<file path="config.mk">
export PLATFORM = sky130hd
export DESIGN_NAME = fetch_queue_unit
export DESIGN_NICKNAME = d
export VERILOG_FILES = /design/src/rtl/fetch_queue_unit.sv
export SDC_FILE = /design/constraint.sdc
export NUM_CORES = 1
export LEC_CHECK = 0
export ABC_AREA = 1
export BUFFER_PORTS_ARGS = -buffer_cell sky130_fd_sc_hd__buf_4
export CELL_PAD_IN_SITES_DETAIL_PLACEMENT = 0
export CELL_PAD_IN_SITES_GLOBAL_PLACEMENT = 1
export CORE_MARGIN = 2
export CORE_UTILIZATION = 44
export CTS_CLUSTER_SIZE = 25
export DETAILED_ROUTE_END_ITERATION = 8
export GPL_TIMING_DRIVEN = 0
export PLACE_DENSITY = 0.88
export SLEW_MARGIN = 20
export SYNTH_ARGS = -nofsm -noshare
export SYNTH_HDL_FRONTEND = slang
export SYNTH_SLANG_ARGS = --single-unit
</file>
<file path="constraint.sdc">
create_clock -name clk -period 2.75 [get_ports clk]
set_input_delay 0.55 -clock clk [delete_from_list [all_inputs] [get_ports clk]]
set_output_delay 0.55 -clock clk [all_outputs]
set_load 0.05 [all_outputs]
</file>
<file path="src/rtl/fetch_queue_unit.sv">
// Instruction fetch front end: sequential PC generation, pipelined imem reads, DEPTH-entry decode queue.
// Latency: rvalid at edge N -> dec_valid_o in cycle N+1; request issue is combinational from state.
// Backpressure: issue is credit-limited (occupancy + outstanding < DEPTH); decode pops via valid/ready.
module fetch_queue_unit #(
  parameter int              XLEN            = 32,
  parameter int              DEPTH           = 4,
  parameter int              MAX_OUTSTANDING = 2,
  parameter logic [XLEN-1:0] RESET_PC        = '0
) (
  input  logic            clk,
  input  logic            rst,
  input  logic            redirect_i,
  input  logic [XLEN-1:0] redirect_pc_i,
  output logic            imem_req_o,
  output logic [XLEN-1:0] imem_addr_o,
  input  logic            imem_waitrequest_i,
  input  logic            imem_rvalid_i,
  input  logic [31:0]     imem_rdata_i,
  output logic            dec_valid_o,
  input  logic            dec_ready_i,
  output logic [31:0]     dec_instr_o,
  output logic [XLEN-1:0] dec_pc_o,
  output logic [XLEN-1:0] dec_pc4_o,
  output logic [XLEN-1:0] fetch_pc_o
);

  localparam int QAW = $clog2(DEPTH);
  localparam int QCW = $clog2(DEPTH + 1);
  localparam int TAW = (MAX_OUTSTANDING > 1) ? $clog2(MAX_OUTSTANDING) : 1;
  localparam int OCW = $clog2(MAX_OUTSTANDING + 1);

  logic [XLEN-1:0] fetch_pc;
  logic [31:0]     q_instr [DEPTH];
  logic [XLEN-1:0] q_pc    [DEPTH];
  logic [XLEN-1:0] q_pc4   [DEPTH];
  logic [QAW-1:0]  q_rd, q_wr;
  logic [QCW-1:0]  q_cnt;
  logic [XLEN-1:0] tag_mem [MAX_OUTSTANDING];
  logic [TAW-1:0]  tag_rd, tag_wr;
  logic [OCW-1:0]  outst, outst_next, drop;
  logic            accept, resp, keep, pop;
  logic [XLEN-1:0] tag_head;

  // Issue gating, response classification and decode handshake.
  always_comb begin
    imem_req_o  = rst && !redirect_i
                  && (32'(outst) < 32'(MAX_OUTSTANDING))
                  && (32'(q_cnt) + 32'(outst) < 32'(DEPTH));
    imem_addr_o = fetch_pc;
    fetch_pc_o  = fetch_pc;
    accept      = imem_req_o && !imem_waitrequest_i;
    // A response with nothing outstanding is a protocol error and is ignored.
    resp        = imem_rvalid_i && (outst != '0);
    // Responses are discarded while owed to an earlier redirect or during a redirect cycle.
    keep        = resp && (drop == '0) && !redirect_i;
    dec_valid_o = (q_cnt != '0) && !redirect_i;
    pop         = dec_valid_o && dec_ready_i;
    tag_head    = tag_mem[tag_rd];
    dec_instr_o = q_instr[q_rd];
    dec_pc_o    = q_pc[q_rd];
    dec_pc4_o   = q_pc4[q_rd];
    outst_next  = outst;
    if (accept && !resp)      outst_next = outst + OCW'(1);
    else if (!accept && resp) outst_next = outst - OCW'(1);
  end

  // Fetch PC, PC tag FIFO for in-flight requests, outstanding and drop counters.
  always_ff @(posedge clk or negedge rst) begin
    if (!rst) begin
      fetch_pc <= RESET_PC;
      tag_rd   <= '0;
      tag_wr   <= '0;
      outst    <= '0;
      drop     <= '0;
      for (int i = 0; i < MAX_OUTSTANDING; i++) tag_mem[i] <= '0;
    end else begin
      outst <= outst_next;
      if (accept) begin
        tag_mem[tag_wr] <= fetch_pc;
        tag_wr          <= (tag_wr == TAW'(MAX_OUTSTANDING - 1)) ? '0 : tag_wr + TAW'(1);
      end
      if (resp)
        tag_rd <= (tag_rd == TAW'(MAX_OUTSTANDING - 1)) ? '0 : tag_rd + TAW'(1);
      if (redirect_i) begin
        fetch_pc <= {redirect_pc_i[XLEN-1:2], 2'b00};
        // Everything still in flight after this edge belongs to the old stream.
        drop     <= outst_next;
      end else begin
        if (accept)                fetch_pc <= fetch_pc + XLEN'(4);
        if (resp && drop != '0)    drop     <= drop - OCW'(1);
      end
    end
  end

  // Decode queue: push kept responses at the tail, pop on handshake, flush on redirect.
  always_ff @(posedge clk or negedge rst) begin
    if (!rst) begin
      q_rd  <= '0;
      q_wr  <= '0;
      q_cnt <= '0;
      for (int i = 0; i < DEPTH; i++) begin
        q_instr[i] <= '0;
        q_pc[i]    <= '0;
        q_pc4[i]   <= '0;
      end
    end else if (redirect_i) begin
      q_rd  <= '0;
      q_wr  <= '0;
      q_cnt <= '0;
    end else begin
      if (keep) begin
        q_instr[q_wr] <= imem_rdata_i;
        q_pc[q_wr]    <= tag_head;
        q_pc4[q_wr]   <= tag_head + XLEN'(4);
        q_wr          <= q_wr + QAW'(1);
      end
      if (pop) q_rd <= q_rd + QAW'(1);
      if (keep && !pop)      q_cnt <= q_cnt + QCW'(1);
      else if (!keep && pop) q_cnt <= q_cnt - QCW'(1);
    end
  end

endmodule

</file>
== Yosys cells after proc, flatten, opt, wreduce, memory -nomap -nowiden ==
Index checks and enable logic that the tools add are counted.
Word-level totals
  input bits: 70
  bits in registers: 493
  output and inout bits: 162
Operators by class
  reductions and logical operators: 32
  order comparisons: 8
  mux-type cells: 35
  $add $sub $neg: 12
  bitwise gates (word level): 5
Operators by type and width (count)
  32-bit two-way mux: 13
  128-bit bitwise mux: 3
  32-bit binary-select mux with 2-bit select: 3
  32-bit by 3-bit adder with 32-bit output, second input constant: 2
  64-bit bitwise mux: 1
  32-bit demux with 2-bit select: 1
  32-bit demux with 1-bit select: 1
  1-bit logical AND: 16
  2-bit two-way mux: 8
  2-bit nonzero test: 6
  3-bit two-way mux: 3
  2-bit by 1-bit adder with 2-bit output, second input constant: 3
  3-bit greater-or-equal comparator, second input constant: 2
  1-bit zero test: 6
  2-bit NOT with 3-bit output: 2
  3-bit nonzero test: 2
  3-bit by 2-bit adder with 4-bit output: 1
  2-bit greater-or-equal comparator, second input constant: 2
  4-bit by 3-bit < comparator with 1-bit output, second input constant: 1
  1-bit NOT with 2-bit output: 2
  2-bit by 1-bit subtractor with 2-bit output, second input constant: 2
  3-bit by 1-bit adder with 3-bit output, second input constant: 1
  3-bit by 1-bit < comparator with 1-bit output, second input constant: 1
  3-bit by 1-bit subtractor with 3-bit output, second input constant: 1
  7 further kinds: 9

== Longest topological paths before layout ==
  depth after elaboration: 10
  gate-level depth with buffers: 14
  mapped depth without buffers: 13

== Worst setup path before layout ==
Ideal clock, no wire load.
  kind: register to output
  start point: register q_rd[0]
  end point: output port dec_instr_o[10]
  cell stages (with the launch flop): 7
  arrival time: 2083 ps
  slack: 117 ps
  data required time: 2200 ps
  path buffers: 3
  cell sequence: dfrtp_1 buf_2 inv_1 clkbuf_1 clkbuf_1 nor2_1 o22ai_1
On the way
  longest elaborated chain between the ends: 4
RTL lines
  start, declared: line 36  | logic [QAW-1:0] q_rd, q_wr;
  start signal, assigned: line 117  | if (pop) q_rd <= q_rd + QAW'(1);
  2-bit NOT with 3-bit output (implied by the code): line 59  | dec_instr_o = q_instr[q_rd];
  32-bit binary-select mux with 2-bit select: line 59
  32-bit two-way mux (implied by the code) (2 in series): line 59
  end, declared: line 21  | output logic [31:0] dec_instr_o,
No other way between the ends. The select of a mux whose other input is x is not followed.

== Final worst setup path ==
  start point: register q_rd[0]
  end point: output port dec_pc4_o[7]
On the way
  longest elaborated chain between the ends: 4
RTL lines
  2-bit NOT with 3-bit output (implied by the code): line 61  | dec_pc4_o = q_pc4[q_rd];
  32-bit binary-select mux with 2-bit select: line 61
  32-bit two-way mux (implied by the code) (2 in series): line 61
  end, declared: line 23  | output logic [XLEN-1:0] dec_pc4_o,
No other way between the ends. The select of a mux whose other input is x is not followed.

==> results.md <==
* Nets at 3199
* Syn Inst Count at 2800
* Routed WL at 77.1 mm
* Setup crit end kind: primary output
* Layout cells sized above 1 at 20.3%
* Count of cell types in the netlist at 39
* # IOs at 232
* Most frequent CP cell: buf_6
* Metal3 WL at 5.61 mm
* Min Hold Slack at -0.0355 ns
* Crit start category: flip-flop
* Most frequent cells in the layout: nand2_1 (870), dfrtp_1 (469), o21ai_0 (450), buf_4 (224), nor2_1 (211)
* Leakage at 13.7 nW
* Placed Area at 24900 sq um
* Wire per inst at 20.1 microns
* Tmin final at 2.83 ns
* Clock Pin Slew Worst Setup and Hold Paths at 0.06 ns
* RSZ-0062 raised after global routing: true
* Critical path class: reg -> out
* Failing checks: negative hold slack, negative setup slack
* DRC at 0
* Critical Path, Cell by Cell: buf_12, clkinvlp_4, buf_6, clkbuf_16, clkbuf_16, buf_6, nor2_2, o22ai_2, buf_6
* Setup ws final at -0.0848 ns
* CTS tree: done
* Most common cell after layout, fill and taps aside: nand2_1
* Slew margin rel. at 25.3%
* First-pass GRT wire length at 117 mm
* Met1 WL at 30.8 mm
* Worst-path fanout max at 8
* Number of buffers created by CTS at 51
* Met2 routed WL at 36.9 mm
* R2R depth at 10
* Final Hold Vio Count at 12
* Vias in the first global route at 20488
* Die Width at 229 microns
* Die Span Y at 229 microns
* Critical Path End: dec_pc4_o[7]
* Post-synthesis sequential area ratio at 52.9%
* Ys Warns at 0
* Max-cap violation count at 0
* Final setup fails at 25
* Cell Rows at 82
* Clk buf depth at 3
* Initial DRC count at 1822
* Outcome: finished with violations
* Total power draw at 31.9 mW
* RR Startpoint: tag_rd
* Fin crit share at 103%
* DP Wirelength at 52.4 mm
* Post-route ant nets at 0
* VDD IR max at 0.000552 V
* Mean post-synth cell area at 7.95 sq um
* Synth Cell Area at 22300 sq um
* Actual slew at the worst max-slew pin at 1.11 ns
* Slowest stage delay, CP at 0.39 ns
* Root buffer cell: clkbuf_16
* Initial antenna violation count at 0
* Crit path launch: q_rd[0]
* Fin. max-slew vios at 0
* Top Metal Used: met4
* Skew final at 0.0170 ns
* Worst min path class: in -> async
* Final Cell Area at 28600 sq um
* GRT Util Overall at 28.8%
* Pin count of the biggest net entering global routing at 99
* Worst Path Arrival at 2.28 ns
* Initial Util at 44.5%
* GRT overflow at 0
* Fmax achieved at 353 MHz
* CTS HTree Levels at 2
* R2R setup slack at 0.24 ns
* Vias at 21166
* GPL Wtd Cong at 0.876
* Req. time, crit path at 2.20 ns
* First-pass DRT Iterations at 6
* Critical Path Slowest Stage Cell: dfrtp_2
* Worst r2r dst: q_pc4[10]
* Yosys reg bits at 471
* PD cells at 1120 nW/um^2
* DIE AREA at 52400 sq um
* Area Growth Syn to Fin at 28.3%
* Core area at 50100 sq um
* Clk_lat worst skew at 0.60 ns
* CTS Sinks at 471
* I/O Buffers at 221
* Via/cell ratio at 5.53
## cell type report
cell class / instances / area [sq um]
Antenna cell: 1 / 2.50
Buffer: 202 / 1440
Clock buffer: 79 / 1550
Clock inverter: 10 / 144
Fill cell: 4572 / 21500
Inverter: 150 / 567
Multi-Input combinational cell: 1983 / 9800
Sequential cell: 471 / 11800
Tap cell: 672 / 841
Timing Repair Buffer: 260 / 2430
## through the flow
stage | TNS (ns) | instances | utilization, % | worst slack, ns | hold slack [ns]
global route | -2.90 | 3827 | 57.0 | -0.143 | 0.0250
finish | -0.801 | 3828 | 57.0 | -0.0848 | -0.0355
CTS | -1.28 | 3822 | 55.9 | -0.0771 | 0.000153
detailed placement | -100.77 | 3705 | 49.8 | -0.952 | 0.379
global placement | -2140.41 | 3700 | 49.5 | -4.79 | 0.457
floorplan | 0 | 2807 | - | 0.117 | 0.254
## cells in the mapped netlist (all sizes together)
| cell type | n | area, sq um |
|---|---|---|
| nand2 | 879 | 3320 |
| o21ai | 562 | 2820 |
| dfrtp | 471 | 11800 |
| nor2 | 271 | 1060 |
| inv | 146 | 548 |
| clkbuf | 130 | 488 |
| o22ai | 93 | 582 |
| nand3 | 76 | 385 |
| buf | 73 | 484 |
| xor2 | 31 | 294 |
| nor3 | 16 | 85.1 |
| ha | 9 | 113 |
| o211ai | 8 | 60.1 |
| nand4 | 7 | 43.8 |
| a21oi | 5 | 25.0 |
| clkinv | 4 | 15.0 |
| o21a | 4 | 30.0 |
| a31oi | 3 | 18.8 |
| or2 | 3 | 18.8 |
| o221ai | 2 | 17.5 |
| and2 | 1 | 6.26 |
| and3 | 1 | 6.26 |
| conb | 1 | 3.75 |
| fa | 1 | 20.0 |
| nand3b | 1 | 7.51 |
| nor4 | 1 | 6.26 |
| xnor2 | 1 | 8.76 |
## what timing repair did
item                                    CTS  global route
endpoints found under the setup margin  129           105
hold endpoints to repair                 12             0
gates cloned                              9             4
hold buffers                              4             0
pin swaps                                57            35
setup buffers                            16             3
resized for setup                       305           163
## cells by family after synthesis
group                    synth area share (%)
adder cells (fa/ha/maj)                 0.596
other                                  0.0168
buffers and inverters                    6.90
XOR/XNOR                                 1.36
flip-flops                               52.9
AND/OR/NAND/NOR                          22.2
AO/OA/AOI/OAI                            16.0
## power breakdown
part | switching, mW | internal, mW
registers | 1.04 | 8.53
logic | 10.3 | 5.00
clock network | 2.85 | 4.14
## critical path, delay by kind of cell (launching register included)
kind / cells / cell delay (ns)
buf+inv: 7 / 1.08
compound gates: 1 / 0.10
flops: 1 / 0.39
simple gates: 1 / 0.12
## registers in the layout (all words and copies together) (netlist names)
register and flops:
q_instr 128, q_pc4 120, q_pc 120, tag_mem 60, fetch_pc_o 30, q_cnt 3, drop 2, outst 2
q_rd 2, q_wr 2, tag_rd 1, tag_wr 1
## worst min-delay path by stage
stage                     slack (ns)  depth (start not counted)            to      start
after global placement          0.46                          2     q_pc4[77]  q_pc4[77]
after global routing            0.02                          2    q_pc4[102]        rst
after CTS                     0.0002                          2   q_instr[22]        rst
after floorplan                 0.25                          0       drop[0]        rst
after detailed placement        0.38                          1  q_instr[119]        rst
final                          -0.04                          2   q_instr[22]        rst
## routing by layer
layer  global-route usage (%)  vias up
met5                        0        -
met3                     5.23      195
li1                         -     9703
met1                     36.7    10308
met4                     14.1        0
met2                     47.3      960
No activity file was read; power rests on OpenSTA's default activity.
